### config.mk
export PLATFORM = sky130hd
export DESIGN_NAME = vx_tensor_gather
export DESIGN_NICKNAME = d
export VERILOG_FILES = /design/src/rtl/vx_tensor_gather.sv
export SDC_FILE = /design/constraint.sdc
export NUM_CORES = 1
export LEC_CHECK = 0
export CELL_PAD_IN_SITES_DETAIL_PLACEMENT = 0
export CELL_PAD_IN_SITES_GLOBAL_PLACEMENT = 1
export CORE_AREA = 3 3 291 293
export CTS_BUF_LIST = sky130_fd_sc_hd__clkbuf_4
export DETAILED_ROUTE_END_ITERATION = 6
export DIE_AREA = 0 0 294 296
export DONT_BUFFER_PORTS = 1
export PLACE_DENSITY_LB_ADDON = 0.3
export SLEW_MARGIN = 20
export SYNTH_ARGS = -nofsm -noshare
export SYNTH_HDL_FRONTEND = slang
export SYNTH_SLANG_ARGS = --single-unit
### constraint.sdc
create_clock -name clk -period 17.1 [get_ports clk]
set_input_delay 3.42 -clock clk [delete_from_list [all_inputs] [get_ports clk]]
set_output_delay 3.42 -clock clk [all_outputs]
set_load 0.02 [all_outputs]
### src/rtl/vx_tensor_gather.sv
// Reassembles SIMD-slice operand packets (sid/sop/eop) into one full-warp packet.
// Optional stall counter enabled by defining TENSOR_GATHER_PERF_EN.
module vx_tensor_gather #(
    parameter int unsigned NUM_THREADS = 4,
    parameter int unsigned SIMD_WIDTH  = 2,
    parameter int unsigned XLEN        = 32,
    parameter int unsigned HDR_W       = 64,
    localparam int unsigned SIMD_COUNT = NUM_THREADS / SIMD_WIDTH,
    localparam int unsigned SID_W      = (SIMD_COUNT > 1) ? $clog2(SIMD_COUNT) : 1
) (
    input  logic                          clk,
    input  logic                          reset,
    input  logic                          in_valid,
    output logic                          in_ready,
    input  logic [HDR_W-1:0]              in_hdr,
    input  logic [SID_W-1:0]              in_sid,
    input  logic [SIMD_WIDTH-1:0]         in_tmask,
    input  logic [SIMD_WIDTH*XLEN-1:0]    in_rs1_data,
    input  logic [SIMD_WIDTH*XLEN-1:0]    in_rs2_data,
    input  logic [SIMD_WIDTH*XLEN-1:0]    in_rs3_data,
    input  logic                          in_sop,
    input  logic                          in_eop,
    output logic                          out_valid,
    input  logic                          out_ready,
    output logic [HDR_W-1:0]              out_hdr,
    output logic [NUM_THREADS-1:0]        out_tmask,
    output logic [NUM_THREADS*XLEN-1:0]   out_rs1_data,
    output logic [NUM_THREADS*XLEN-1:0]   out_rs2_data,
    output logic [NUM_THREADS*XLEN-1:0]   out_rs3_data,
    output logic                          proto_err,
    output logic [31:0]                   perf_stalls
);

    localparam int unsigned SLICE_W = SIMD_WIDTH * XLEN;
    localparam int unsigned WARP_W  = NUM_THREADS * XLEN;

    localparam logic [1:0] S_IDLE   = 2'd0;
    localparam logic [1:0] S_GATHER = 2'd1;
    localparam logic [1:0] S_FULL   = 2'd2;

    logic [1:0]             r_state;
    logic [1:0]             w_state_nxt;
    logic [HDR_W-1:0]       r_hdr,   w_hdr_nxt;
    logic [NUM_THREADS-1:0] r_tmask, w_tmask_nxt;
    logic [WARP_W-1:0]      r_rs1,   w_rs1_nxt;
    logic [WARP_W-1:0]      r_rs2,   w_rs2_nxt;
    logic [WARP_W-1:0]      r_rs3,   w_rs3_nxt;
    logic                   r_proto_err, w_proto_err_nxt;
    logic                   w_in_fire;
    logic                   w_sid_ok;

    assign w_in_fire = in_valid && (r_state != S_FULL);
    assign w_sid_ok  = ({1'b0, in_sid} < (SID_W+1)'(SIMD_COUNT));

    always_comb begin
        w_state_nxt = r_state;
        case (r_state)
            S_IDLE:   if (w_in_fire && in_sop) w_state_nxt = in_eop ? S_FULL : S_GATHER;
            S_GATHER: if (w_in_fire && in_eop) w_state_nxt = S_FULL;
            S_FULL:   if (out_ready)           w_state_nxt = S_IDLE;
            default:  w_state_nxt = S_IDLE;
        endcase
    end

    // Slice merge: sop restarts the packet, out-of-range sid writes no lanes.
    always_comb begin
        w_hdr_nxt       = r_hdr;
        w_tmask_nxt     = r_tmask;
        w_rs1_nxt       = r_rs1;
        w_rs2_nxt       = r_rs2;
        w_rs3_nxt       = r_rs3;
        w_proto_err_nxt = r_proto_err;
        if (w_in_fire) begin
            if ((r_state == S_IDLE) && !in_sop) begin
                w_proto_err_nxt = 1'b1;
            end else begin
                if (in_sop) begin
                    w_hdr_nxt   = in_hdr;
                    w_tmask_nxt = '0;
                    w_rs1_nxt   = '0;
                    w_rs2_nxt   = '0;
                    w_rs3_nxt   = '0;
                    if (r_state == S_GATHER) w_proto_err_nxt = 1'b1;
                end
                if (!w_sid_ok) w_proto_err_nxt = 1'b1;
                for (int unsigned s = 0; s < SIMD_COUNT; s++) begin
                    if (w_sid_ok && (in_sid == SID_W'(s))) begin
                        w_tmask_nxt[s*SIMD_WIDTH +: SIMD_WIDTH] = in_tmask;
                        w_rs1_nxt[s*SLICE_W +: SLICE_W]         = in_rs1_data;
                        w_rs2_nxt[s*SLICE_W +: SLICE_W]         = in_rs2_data;
                        w_rs3_nxt[s*SLICE_W +: SLICE_W]         = in_rs3_data;
                    end
                end
            end
        end
    end

    always_ff @(posedge clk or posedge reset) begin
        if (reset) begin
            r_state     <= S_IDLE;
            r_hdr       <= '0;
            r_tmask     <= '0;
            r_rs1       <= '0;
            r_rs2       <= '0;
            r_rs3       <= '0;
            r_proto_err <= 1'b0;
        end else begin
            r_state     <= w_state_nxt;
            r_hdr       <= w_hdr_nxt;
            r_tmask     <= w_tmask_nxt;
            r_rs1       <= w_rs1_nxt;
            r_rs2       <= w_rs2_nxt;
            r_rs3       <= w_rs3_nxt;
            r_proto_err <= w_proto_err_nxt;
        end
    end

`ifdef TENSOR_GATHER_PERF_EN
    logic [31:0] r_perf_stalls;

    // Saturating count of cycles the full packet waits on the consumer.
    always_ff @(posedge clk or posedge reset) begin
        if (reset) begin
            r_perf_stalls <= '0;
        end else if ((r_state == S_FULL) && !out_ready && (r_perf_stalls != 32'hFFFF_FFFF)) begin
            r_perf_stalls <= r_perf_stalls + 32'd1;
        end
    end

    assign perf_stalls = r_perf_stalls;
`else
    assign perf_stalls = '0;
`endif

    assign in_ready     = (r_state != S_FULL);
    assign out_valid    = (r_state == S_FULL);
    assign out_hdr      = r_hdr;
    assign out_tmask    = r_tmask;
    assign out_rs1_data = r_rs1;
    assign out_rs2_data = r_rs2;
    assign out_rs3_data = r_rs3;
    assign proto_err    = r_proto_err;

endmodule

==> impl_metrics.tcl <==
set metrics [dict create \
    status "finished clean" \
    swShare_pct 35.2 \
    ios 752 \
    max-slew-margin-rel_pct 29.3 \
    grt_max_degree 163 \
    hold_viol 0 \
    finalSetupViolations 0 \
    period_minus_slack_ns 5.56 \
    core_area_um2 82100 \
    clockPowerShare_pct 31.5 \
    fin_crit_sh_pct 32.5 \
    drt-pass1-iter-count 4 \
    die_area_um2 87000 \
    crit_path_start_kind "input port" \
    die_w_um 294 \
    postLayoutSetupSlackWorst_ns 11.54 \
    ys_warn_count 0 \
    seqPwrFrac_pct 58.4 \
    totalWireLength_um 54700 \
    rsz0062_at_grt "false" \
    min_path_cells 1 \
    drc 0 \
    cts.path.max_buffers 3 \
    rrSetupSlack_ns 14.15 \
    htree_levels 3 \
    synth-seq-area-share_pct 68.9 \
    p_sw_uw 1010 \
    max_cap_violations 0 \
    layout-drive-gt1-share_pct 22.5 \
    fin_area_um2 18700 \
    fin_nets 1362 \
    crit_type "in -> async" \
    ant_nets 0 \
    avgSynthCellArea_um2 15.7 \
    rows 105 \
    track_usage_pct 11.7 \
    power.leakage_uw 0.00859 \
    pre_cts_slack_ns 10.55 \
    hold_path_startpoint "r_state[1]" \
    dp_hpwl_um 37400 \
    gp_congestion 0.765 \
    fmax_mhz 180 \
    syn-cell-area_um2 16500 \
    dr_total_vias 10000 \
    r2r-start "r_state[0]" \
    ys_seq_elements 455 \
    drt_iter0_markers 424 \
    ys_types 23 \
    grt_pass1_vias 10600 \
    final_common_cell "dfrtp_1" \
    die_y_um 296 \
    pwr-share-comb_pct 10.1 \
    cp_data_arrival_time_ns 6.39 \
    clk_latency_ns 0.88 \
    post_cts_buffers 0 \
    crit_required_ns 17.93 \
    port_buffers 0 \
    final_cell_mix "455 x dfrtp_1, 388 x a22o_1, 162 x clkbuf_4" \
    clock-root-buffer "clkbuf_4" \
    worstHoldEndpoint "r_state[0]" \
    cts_resized 0 \
    hold_path.class "reg -> reg" \
    viasPerCell 4.45 \
    syn_inst 1055 \
    grt_first_pass_wirelength_um 76100 \
    clkSinkCount 455 \
    regToRegEndpoint "out_rs1_data[31]" \
    ir_drop_uv 62.8 \
    cts_buffers 117 \
    final_core_util_pct 22.8 \
    overflow 0 \
    antenna_found_initial 5 \
    ctsHoldBuffers 0 \
    fin_skew_ns 0.0731 \
    powerDensity_nw_per_um2 153 \
    placed_area_um2 17300 \
    report.final.slew_viol_count 0 \
    clk_pin_slew_ns 0.06 \
    final.setup.tns_ns 0 \
    crit_fanout 162 \
    wire_per_inst_um 24.2 \
    placed_cells 2048 \
    fin_cells 2254 \
    reg2reg_depth 5 \
    worstMarginPinSlew_ns 1.06 \
    p_int_uw 1860 \
    syn_to_final_growth_pct 13.4 \
    end_kind "asynchronous set/reset pin" \
    cts_tree "yes" \
    initial_utilization_pct 20.1 \
]
-- worst max path at each step --
stage               slack, ns  cells past startpoint  startpoint                 to
finish                  11.54                      4       reset   out_rs3_data[54]
global route            11.14                      4       reset   out_rs3_data[54]
CTS                     11.55                      4       reset   out_rs3_data[54]
detailed placement      10.55                      4       reset  out_rs3_data[120]
global placement        10.63                      4       reset  out_rs3_data[120]
floorplan                 1.0                      1       reset         out_hdr[0]
-- metal layers --
metal  vias to the layer above  track usage [%]  share of wire (%)
li1                       4111                -                  -
met2                       562             20.0                 52
met5                         -                0              0.022
met3                        97             4.94                 10
met1                      5250             12.7                 35
met4                         2             4.78                2.5
-- registers in the layout (all words and copies together) (netlist names) --
| name | cells |
|---|---|
| out_hdr | 64 |
| out_rs1_data | 128 |
| out_rs2_data | 128 |
| out_rs3_data | 128 |
| out_tmask | 4 |
| proto_err | 1 |
| r_state | 2 |
-- critical path, cell delays in order --
cell and delay, ns:
inv_8 0.49, buf_12 0.55, buf_4 0.66, buf_4 0.75
-- cells in the mapped netlist --
master | instances | area [um2]
conb_1 | 1 | 3.75
buf_6 | 16 | 180
nand2_1 | 1 | 3.75
nand2b_1 | 3 | 18.8
o22ai_1 | 1 | 6.26
o211ai_1 | 1 | 7.51
a21oi_1 | 1 | 5.00
a31oi_4 | 2 | 42.5
a211oi_1 | 1 | 7.51
and3_1 | 1 | 6.26
and3b_1 | 1 | 8.76
xnor2_1 | 1 | 8.76
a22o_1 | 388 | 3400
mux2_2 | 64 | 721
a21oi_2 | 2 | 17.5
buf_2 | 51 | 255
or2_1 | 1 | 6.26
inv_1 | 4 | 15.0
nand2b_4 | 1 | 13.8
a31o_2 | 1 | 8.76
buf_4 | 50 | 375
clkbuf_1 | 8 | 30.0
dfrtp_1 | 455 | 11400
-- cell type report --
type	count	area (um2)
clock inverter	39	215
antenna	5	12.5
tap	1070	1340
timing repair buffer	17	140
sequential	455	11400
inverter	4	22.5
fill	8621	63400
clock buffer	162	1220
multi-input combinational	502	4420
-- through the flow --
stage	total power [uW]	hold slack (ns)
floorplan	1870	0.519
CTS	2930	0.598
detailed placement	1990	0.585
global route	3030	0.651
global placement	1990	0.561
finish	2880	0.583
-- power groups by stage --
stage | Sequential (uW) | Clock, uW | Combinational [uW]
5_1_grt | 1700 | 1010 | 321
4_1_cts | 1680 | 956 | 295
3_3_place_gp | 1700 | 0 | 287
3_5_place_dp | 1700 | 0 | 296
6_report | 1680 | 907 | 290
2_1_floorplan | 1610 | 0 | 263
-- logic make-up (layout without fill, tap and decap cells) --
group,count (synthesis),count (layout),share of synthesized area (%)
flip-flops,455,455,68.9
AO/OA/AOI/OAI,397,397,21.1
buffers and inverters,129,222,5.18
multiplexers,64,64,4.36
AND/OR/NAND/NOR,8,8,0.348
other,1,37,0.0227
XOR/XNOR,1,1,0.0530
Note: power is estimated with default switching activity, not from simulation.
